==> config.mk <==
export PLATFORM = sky130hd
export DESIGN_NAME = conv_relu_pool_stream
export DESIGN_NICKNAME = d
export VERILOG_FILES = /design/src/rtl/conv_relu_pool_stream.sv
export SDC_FILE = /design/constraint.sdc
export NUM_CORES = 1
export LEC_CHECK = 0
export BUFFER_PORTS_ARGS = -buffer_cell sky130_fd_sc_hd__buf_2
export CORE_AREA = 2 2 70 72
export CTS_CLUSTER_SIZE = 30
export DETAILED_ROUTE_END_ITERATION = 16
export DIE_AREA = 0 0 72 74
export PLACE_DENSITY = 0.7
export SLEW_MARGIN = 40
export SYNTH_ARGS = -nofsm -noshare
export SYNTH_HDL_FRONTEND = slang
export SYNTH_SLANG_ARGS = --single-unit
==> constraint.sdc <==
create_clock -name clk -period 2 [get_ports clk]
set_clock_uncertainty 0.15 [all_clocks]
set_input_delay 0.2 -clock clk [delete_from_list [all_inputs] [get_ports clk]]
set_output_delay 0.2 -clock clk [all_outputs]
set_load 0.01 [all_outputs]
==> src/rtl/conv_relu_pool_stream.sv <==
// Streaming conv post-processor: rounding shift, ReLU, saturation and 2x2/stride-2 max-pool.
// Define CONV_POOL_EN to enable pooling; otherwise every accepted beat is emitted directly.
module conv_relu_pool_stream #(
    parameter int ACC_W      = 32,
    parameter int OUT_W      = 16,
    parameter int FRAC_SHIFT = 8,
    parameter int IMG_W      = 27,
    parameter int IMG_H      = 27,
    parameter int CH         = 256
) (
    input  logic             clk,
    input  logic             rst_n,
    input  logic             in_valid,
    output logic             in_ready,
    input  logic [ACC_W-1:0] in_data,
    output logic             out_valid,
    input  logic             out_ready,
    output logic [OUT_W-1:0] out_data,
    output logic             out_last
);
    localparam int CH_W  = (CH > 1) ? $clog2(CH) : 1;
    localparam int COL_W = (IMG_W > 1) ? $clog2(IMG_W) : 1;
    localparam int ROW_W = (IMG_H > 1) ? $clog2(IMG_H) : 1;

    localparam logic signed [ACC_W:0] ROUND   = (ACC_W + 1)'(1) << (FRAC_SHIFT - 1);
    localparam logic signed [ACC_W:0] SAT_MAX =
        {{(ACC_W - OUT_W + 2){1'b0}}, {(OUT_W - 1){1'b1}}};

    logic [CH_W-1:0]   ch_cnt;
    logic [COL_W-1:0]  col_cnt;
    logic [ROW_W-1:0]  row_cnt;
    logic              accept, emit, last;
    logic              ch_last, col_last, row_last;
    logic signed [ACC_W:0] biased, shifted;
    logic [OUT_W-1:0]  relu, res;

    assign in_ready = out_ready || !out_valid;
    assign accept   = in_valid && in_ready;
    assign ch_last  = ch_cnt == CH_W'(CH - 1);
    assign col_last = col_cnt == COL_W'(IMG_W - 1);
    assign row_last = row_cnt == ROW_W'(IMG_H - 1);

    always_comb begin
        biased  = $signed({in_data[ACC_W-1], in_data}) + ROUND;
        shifted = biased >>> FRAC_SHIFT;
        if (shifted < 0) begin
            relu = '0;
        end else if (shifted > SAT_MAX) begin
            relu = {1'b0, {(OUT_W - 1){1'b1}}};
        end else begin
            relu = shifted[OUT_W-1:0];
        end
    end

`ifdef CONV_POOL_EN
    localparam int LB_N = (IMG_W / 2) * CH;
    localparam int LB_W = (LB_N > 1) ? $clog2(LB_N) : 1;

    logic [OUT_W-1:0] col_buf  [CH];
    logic [OUT_W-1:0] line_buf [LB_N];
    logic [LB_W-1:0]  lb_idx;
    logic [OUT_W-1:0] cb, lb, h;
    logic             col_even, row_even, in_col, in_row;

    always_comb begin
        col_even = ~col_cnt[0];
        row_even = ~row_cnt[0];
        // Trailing odd column/row fall outside these windows and are dropped.
        in_col   = col_cnt < COL_W'(2 * (IMG_W / 2));
        in_row   = row_cnt < ROW_W'(2 * (IMG_H / 2));
        lb_idx   = LB_W'(int'(col_cnt >> 1) * CH + int'(ch_cnt));
        cb       = col_buf[ch_cnt];
        lb       = line_buf[lb_idx];
        h        = (cb > relu) ? cb : relu;
        res      = (lb > h) ? lb : h;
        emit     = accept && in_row && in_col && !col_even && !row_even;
        last     = (row_cnt == ROW_W'(2 * (IMG_H / 2) - 1)) &&
                   (col_cnt == COL_W'(2 * (IMG_W / 2) - 1)) && ch_last;
    end

    always_ff @(posedge clk) begin
        if (accept && in_row && in_col) begin
            if (col_even) begin
                col_buf[ch_cnt] <= relu;
            end else if (row_even) begin
                line_buf[lb_idx] <= h;
            end
        end
    end
`else
    always_comb begin
        emit = accept;
        res  = relu;
        last = ch_last && col_last && row_last;
    end
`endif

    always_ff @(posedge clk or negedge rst_n) begin
        if (!rst_n) begin
            ch_cnt  <= '0;
            col_cnt <= '0;
            row_cnt <= '0;
        end else if (accept) begin
            if (ch_last) begin
                ch_cnt <= '0;
                if (col_last) begin
                    col_cnt <= '0;
                    row_cnt <= row_last ? '0 : row_cnt + 1'b1;
                end else begin
                    col_cnt <= col_cnt + 1'b1;
                end
            end else begin
                ch_cnt <= ch_cnt + 1'b1;
            end
        end
    end

    always_ff @(posedge clk or negedge rst_n) begin
        if (!rst_n) begin
            out_valid <= 1'b0;
            out_data  <= '0;
            out_last  <= 1'b0;
        end else if (emit) begin
            out_valid <= 1'b1;
            out_data  <= res;
            out_last  <= last;
        end else if (out_ready) begin
            out_valid <= 1'b0;
        end
    end
endmodule

### Word-level counts from Yosys, hierarchy flattened

Index checks and enable logic that the tools add are counted.

| word-level totals | value |
|---|---|
| register bits after elaboration | 36 |
| word-level logic and storage cells | 30 |
| output and inout port bits | 19 |
| input bits | 36 |

| operators by class | value |
|---|---|
| $add $sub $neg | 4 |
| $lt $le $gt $ge | 2 |
| multiplexer cells | 7 |
| reductions and logical operators | 8 |
| equality and inequality tests | 3 |

Operator list:

| operator | count |
|---|---|
| 32-bit by 9-bit adder with 33-bit output (second input constant) | 1 |
| 16-bit 2-to-1 mux | 2 |
| 25-bit by 16-bit > comparator with 1-bit output (second input constant) | 1 |
| 25-bit by 1-bit less-than comparator with 1-bit output (second input constant) | 1 |
| 5-bit by 1-bit adder with 5-bit output (second input constant) | 2 |
| 5-bit equality test (second input constant) | 2 |
| 5-bit 2-to-1 mux | 2 |
| 8-bit by 1-bit adder with 8-bit output (second input constant) | 1 |
| 8-bit equality test (second input constant) | 1 |
| 8-bit 2-to-1 mux | 1 |
| 1-bit logical AND | 3 |
| 3-bit AND reduction | 1 |
| 1-bit 2-to-1 mux | 2 |
| 2-bit AND reduction | 1 |
| 2-bit nonzero test | 1 |
| 1-bit logical NOT | 1 |
| 1-bit logical OR | 1 |

### Logic depth before layout (Yosys ltp)

Gate-level depths: netlist of the first run.

| depth | value |
|---|---|
| word-level depth | 4 |
| gate-level depth with buffers | 8 |
| mapped depth without buffers | 7 |

### Worst setup path after synthesis of the first run

Ideal clock, no wire load.

| path | value |
|---|---|
| path type | input-to-reg |
| from | in in_data[7] |
| to | reg out_data[11] |
| stages on the path | 8 |
| setup time | 127 ps |
| setup slack | -164 ps |
| arrival | 1887 ps |
| buffers on the path | 1 |
| data required time | 1723 ps |
| cell sequence | ha_1 nand3_2 or4_4 nor3_1 xor2_1 nor4_4 buf_6 a31oi_1 |

| on the way | value |
|---|---|
| word-level cells in the longest chain between the ends | 4 |
| elaborated cells on any way between the ends | 5 |
| classes of those cells | 1 x add/sub; 2 x order compare; 2 x mux |

Ends and longest elaborated chain:

| what | line | RTL |
|---|---|---|
| start: declaration | 15 | `input logic [ACC_W-1:0] in_data,` |
| 32-bit by 9-bit adder with 33-bit output (*) | 44 | `biased = $signed({in_data[ACC_W-1], in_data}) + ROUND;` |
| 25-bit by 16-bit > comparator with 1-bit output | 48 | `end else if (shifted > SAT_MAX) begin` |
| 16-bit 2-to-1 mux | 48 |  |
| 16-bit 2-to-1 mux (*) | 46 | `if (shifted < 0) begin` |
| end signal: assignment | 125 | `out_data <= res;` |
| end: declaration | 18 | `output logic [OUT_W-1:0] out_data,` |

Mark *: on every way between the ends. The rest lies on a longest branch, timed or not.
A chain may end at the register's enable or synchronous reset.

### Worst setup path after layout of the first run

Ends and elaborated chain as after synthesis.

==> results of run 1 <==
==> synth_stat cells, types with 3 or more instances <==
library cell	count
xnor2_1	15
inv_1	6
dfrtp_1	36
and3_1	4
nor3_1	3
or3_1	3
nand2_1	21
a31oi_1	17
o211ai_1	3
nor2_1	13
o21ai_0	25
and4_1	7
nand3_1	17
clkbuf_1	5
o31ai_1	3
ha_1	6
and2_1	4
xor2_1	7
nand4_1	6
a21oi_1	4
==> placed cells by master, fill, tap and decap left out, types with 2 or more instances in the layout <==
cell           synthesis  final
nor4_4                 1      2
dfrtp_1               36     36
or3_1                  3      3
o211ai_1               3      3
a31oi_1               17     17
inv_1                  6      6
buf_2                  1     46
and4_1                 7      7
nand2_1               21     21
clkbuf_8               0      5
nand3_2                2      2
nand3_1               17     16
a22o_1                 2      2
ha_1                   6      5
xnor2_1               15     15
dlygate4sd3_1          0      2
o31ai_1                3      3
and3_1                 4      4
o41ai_1                2      2
and2_1                 4      4
nor3_1                 3      2
o21ai_0               25     25
nand4_1                6      6
nor2_1                13     13
nand2b_1               2      2
xor2_1                 7      7
and3_2                 2      2
buf_4                  0     41
a21oi_1                4      4
==> metal layers <==
metal	up-vias	global-route usage	wire, µm
li1	1035	-	-
met1	983	0.259	2270
met2	58	0.341	2500
met3	15	0.0420	188
met4	0	0.101	139
met5	-	0	0
==> cells by family (layout without fill, tap and decap cells) <==
kind of cell / Yosys count / count (layout) / share of synthesized area
compound gates: 59 / 59 / 0.168
xor+xnor: 22 / 22 / 0.0893
fa+ha+maj: 6 / 6 / 0.0348
buf+inv: 15 / 103 / 0.0342
flops: 36 / 36 / 0.417
mux: 2 / 2 / 0.00985
simple gates: 93 / 93 / 0.247
==> power by group <==
group	internal, mW	switching [mW]
Combinational	0.202	0.210
Sequential	0.829	0.0859
Clock	0.236	0.263
Total	1.27	0.559
==> final cells by class <==
cell class	count	area (µm²)	area share
inverters	6	22.5	0.00782
clock buffers	5	68.8	0.0239
well taps	54	67.6	0.0235
repair buffers	90	578	0.201
multi-input cells	182	1230	0.427
clock inverters	2	12.5	0.00434
flip-flops and latches	36	901	0.313
==> worst max path at each step <==
stage                                           to  slack, ns  cells after the start
after floorplan           out_data[11]$_DFFE_PN0P_      -0.14                      8
after global placement     out_data[6]$_DFFE_PN0P_      -0.21                      9
after detailed placement  out_data[11]$_DFFE_PN0P_      -0.25                     10
after CTS                   row_cnt[4]$_DFFE_PN0P_       0.05                      7
after global routing        row_cnt[4]$_DFFE_PN0P_       0.01                      7
final                     out_data[11]$_DFFE_PN0P_       0.12                      9
==> tightest hold or removal path, stage by stage <==
cell	delay (ns)
buf_2	0.07
nand2b_1	0.16
nand2b_1	0.07
==> sequential cells by signal (all words and copies together), names as in the netlist <==
register,flops
ch_cnt,8
out_last,1
row_cnt,5
col_cnt,5
out_valid,1
out_data,16
==> what timing repair did <==
action / 4_1_cts / 5_1_grt
resized for setup: 0 / 4
hold endpoints to repair: 37 / 0
setup buffers: 0 / 0
endpoints found under the setup margin: 0 / 16
hold buffers: 2 / 0
==> reports/summary.txt, run 1 <==
status -> finished clean
hold path startpoint -> out_ready
Yosys Warn Count -> 0
Worst-path clk slew -> 0.07 ns
Fmax -> 0.533 GHz
number of synthesized register bits -> 36
Synth Flop Type -> dfrtp_1
Max FO, Critical Path -> 15
final antenna-violating net count -> 0
diode count -> 0
R2R Setup Slk -> 0.17 ns
Hold Vio Cnt, Final -> 0
area share of the largest cell type after synthesis -> 0.417
setup TNS -> 0 ns
crit end category -> flop
CP startpoint kind -> input pin
reg-to-reg startpoint -> col_cnt[0]$_DFFE_PN0P_
CP top delay family -> simple AND/OR/NAND/NOR gates
Power Density -> 634 mW/mm²
synthesized area -> 0.00216 mm²
top cell type by total area after synthesis -> dfrtp_1
Total Wirelength -> 5100 µm
CP startpoint -> in_data[7]
Lkg Pwr -> 1.25 nW
async set or reset register ratio after synthesis -> 1.00
Util after Layout -> 0.626
Max VDD drop -> 0.275 mV
Starting DRT DRC Count -> 102
CTS tree -> built
Slew Viols, Final -> 0
Final Cycle Share -> 0.938
GRT overflow -> 0
H-tree depth -> 2
r2r endpoint -> row_cnt[2]$_DFFE_PN0P_
library cells used by synthesis -> 41
# DRC -> 0
kind of critical path -> in2reg
Placer Congestion -> 0.962
I/O Pins -> 55
Clk Latency, worst-skew pair -> 0.29 ns
Area Overhead vs Synth -> 33.4%
placed cells -> 366
Synth Net Count -> 275
Initial Util -> 0.469
share of cells above drive strength 1 -> 0.340
Via Count -> 2,091
Tightest Pin Transition -> 0.456 ns
number of global-route vias before repair -> 1,891
Finished Layout Cells -> 375
Max-Cap Viols -> 0
Die Width -> 72 µm
CP max stage delay -> 0.49 ns
Layout fillers -> 397
Final Cell Area -> 0.00288 mm²
Hold Path Depth -> 3
worst setup margin -> 0.124 ns
synthesized area per cell -> 9.26 µm²
cell count after synthesis -> 233
CP Buf/Inv Count -> 2
RSZ-0062 raised after global routing -> false
DR pass1 iterations -> 4
deepest clock path buffer count -> 2
ranking of synthesized cells by area -> dfrtp_1 (42%), xnor2_1 (6.1%), o21ai_0 (5.8%)
reg2reg path depth -> 6
hold slack -> 0.0979 ns
Post-synth EDFFs -> 0
die height -> 74 µm
Die ar. -> 0.00533 mm²
Setup WS pre-CTS -> -0.251 ns
largest net degree at the start of global routing -> 37
Tmin final -> 1.88 ns
Max-Slew Margin vs Limit -> 0.696
Final Setup Violations -> 0
CTS Buf Count -> 5
gr usage total -> 0.206
dpl hpwl -> 3950 µm
Hold Path Class -> in2reg
Min-Delay Endpoint -> out_valid$_DFFE_PN0P_
CTS Sinks -> 36
num rows -> 25
Core Box Area -> 0.00460 mm²
sequential share of the synthesized area -> 0.417
first-pass GRT wire length -> 8490 µm
crit path DAT -> 1.88 ns
via/cell ratio -> 5.58
Power, Total -> 1.83 mW
port bufs -> 47
Nets -> 363
wire per inst -> 13.6 µm
antenna violations before repair -> 0
Crit path required time -> 2.01 ns
CP cell instances -> buf_2 > ha_4 > nand3_4 > or4_4 > a2111oi_2 > o211ai_1 > nor4_4 > buf_12 > a31oi_1
CP max-delay cell -> or4_4
CTS Root Buffer Type -> clkbuf_8
placed cell areas -> 0.00276 mm²
(Power assumes the default switching activity.)
==> run 2, diff against run 1 <==
- CORE_AREA: 2 2 70 72 -> 2 2 73 75
- DIE_AREA: 0 0 72 74 -> 0 0 75 77
- PLACE_DENSITY: 0.7 -> 0.64
==> reports/summary.txt, run 2 (synthesis gave the netlist of run 1 again) <==
gr usage total -> 0.189 (-0.0167)
Area Overhead vs Synth -> 36.0%
Die Width -> 75 µm (+4.2%)
Finished Layout Cells -> 394 (+5.1%)
antenna violations before repair -> 0 (unchanged)
Max VDD drop -> 0.262 mV (-4.6%)
Crit path required time -> 2.00 ns (about the same)
hold path startpoint -> out_ready
Min-Delay Endpoint -> out_valid$_DFFE_PN0P_
commonest non-fill, non-tap cell in the layout -> buf_2
Fmax -> 0.517 GHz (-3.0%)
CP Buf/Inv Count -> 2 (unchanged)
CTS Root Buffer Type -> clkbuf_8
Starting DRT DRC Count -> 64 (-37%)
Max-Slew Margin vs Limit -> 0.701 (+0.00498)
CTS Buf Count -> 5 (unchanged)
CP cell instances -> buf_2 > ha_4 > nand3_4 > or4_4 > nor3_2 > xor2_1 > nor4_4 > buf_12 > a31oi_1
DR pass1 iterations -> 4 (unchanged)
Max-Cap Viols -> 0 (unchanged)
hold slack -> 0.136 ns (+0.0384 ns)
Largest regs -> out_data: 16 flops, ch_cnt: 8 flops
I/O Pins -> 55 (unchanged)
wire per inst -> 13.2 µm (-2.8%)
# DRC -> 0 (unchanged)
CP max stage delay -> 0.51 ns (+0.02 ns)
port bufs -> 47 (unchanged)
Hold Path Depth -> 3 (unchanged)
die height -> 77 µm (+4.1%)
most frequent cells in the layout -> buf_2 (46), buf_4 (43), dfrtp_1 (36)
Die ar. -> 0.00578 mm² (+8.4%)
Hold Vio Cnt, Final -> 0 (unchanged)
Nets -> 365 (+0.55%)
Placer Congestion -> 0.878 (-8.7%)
deepest clock path buffer count -> 2 (unchanged)
Top reg by flops -> out_data
status -> finished clean
Tmin final -> 1.93 ns (+0.0571 ns)
Max FO, Critical Path -> 15 (unchanged)
Lkg Pwr -> 1.26 nW (+0.41%)
Initial Util -> 0.434 (-0.0358)
share of cells above drive strength 1 -> 0.343 (+0.00303)
Clk Latency, worst-skew pair -> 0.28 ns (about the same)
CTS Sinks -> 36 (unchanged)
Worst-path clk slew -> 0.07 ns (about the same)
r2r endpoint -> row_cnt[2]$_DFFE_PN0P_
Total Wirelength -> 5210 µm (+2.1%)
Slew Viols, Final -> 0 (unchanged)
first-pass GRT wire length -> 8650 µm (+1.8%)
CTS tree -> built
Power Density -> 631 mW/mm² (-0.48%)
Via Count -> 2,044 (-2.2%)
Final Cycle Share -> 0.966 (+0.0286)
CP startpoint kind -> input pin
crit path DAT -> 1.93 ns (+0.05 ns)
H-tree depth -> 2 (unchanged)
max FFs per register -> 16 (unchanged)
GRT overflow -> 0 (unchanged)
Hold Path Class -> in2reg
final antenna-violating net count -> 0 (unchanged)
crit end category -> flop
num rows -> 26 (+4.0%)
dpl hpwl -> 3990 µm (+1.1%)
Core Box Area -> 0.00498 mm² (+8.2%)
RSZ-0062 raised after global routing -> false
placed cell areas -> 0.00279 mm² (+1.3%)
placed cells -> 384 (+4.9%)
via/cell ratio -> 5.19 (-7.0%)
Tightest Pin Transition -> 0.448 ns (-0.00747 ns)
CP top delay family -> simple AND/OR/NAND/NOR gates
CP max-delay cell -> or4_4
reg-to-reg startpoint -> col_cnt[0]$_DFFE_PN0P_
largest net degree at the start of global routing -> 37 (unchanged)
Final Setup Violations -> 0 (unchanged)
Layout fillers -> 456 (+15%)
reg2reg path depth -> 6 (unchanged)
diode count -> 0 (unchanged)
Power, Total -> 1.85 mW (+1.4%)
Final Cell Area -> 0.00294 mm² (+1.9%)
R2R Setup Slk -> 0.15 ns (-0.02 ns)
kind of critical path -> in2reg
number of global-route vias before repair -> 1,913 (+1.2%)
-- run 2: worst max-delay path by stage --
stage | startpoint | to | slack, ns | cells after the start
3_3_place_gp | in_data[11] | out_data[7]$_DFFE_PN0P_ | -0.22 | 9
2_1_floorplan | in_data[7] | out_data[11]$_DFFE_PN0P_ | -0.14 | 8
3_5_place_dp | in_data[7] | out_data[9]$_DFFE_PN0P_ | -0.26 | 9
4_1_cts | in_data[7] | out_data[9]$_DFFE_PN0P_ | 0.04 | 9
5_1_grt | in_data[7] | out_data[9]$_DFFE_PN0P_ | 0.001 | 9
6_report | in_data[7] | out_data[9]$_DFFE_PN0P_ | 0.07 | 9
-- run 2: per-stage QoR --
step                      utilization  TNS [ns]  setup slack (ns)
final                           0.590         0            0.0672
after global routing            0.590         0           0.00146
after CTS                       0.583         0            0.0360
after detailed placement        0.561     -3.74            -0.263
after global placement          0.561     -3.15            -0.217
after floorplan                     -     -1.45            -0.139
-- run 2: layout make-up --
class	count	area, µm²	share of cell area
multi-input combinational	182	1240	0.423
tap	70	87.6	0.0298
timing repair buffer	92	593	0.202
clock buffer	8	90.1	0.0307
inverter	6	22.5	0.00767
sequential	36	901	0.307
-- run 2: where the power goes --
part	leakage [nW]	internal, mW	switching (mW)	total [mW]
logic	0.777	0.203	0.206	0.410
clock network	0.0455	0.281	0.246	0.527
registers	0.436	0.830	0.0856	0.915
-- run 2: tightest hold or removal path: cells and delay by family --
family / cells / cell delay, ns
buf+inv: 1 / 0.07
simple gates: 2 / 0.25
-- run 2: layer usage --
| metal | part of all wire | wire length, µm | global-route usage |
|---|---|---|---|
| met1 | 0.44 | 2320 | 0.237 |
| met3 | 0.044 | 228 | 0.0407 |
| met4 | 0.0088 | 46 | 0.0429 |
| met2 | 0.50 | 2620 | 0.325 |
| met5 | 0 | 0 | 0 |
-- run 2: repair_timing --
action,CTS,global route
resized for setup,0,5
hold endpoints to repair,37,0
hold buffers,2,0
buffers inserted,0,0
setup endpoints to repair,0,13
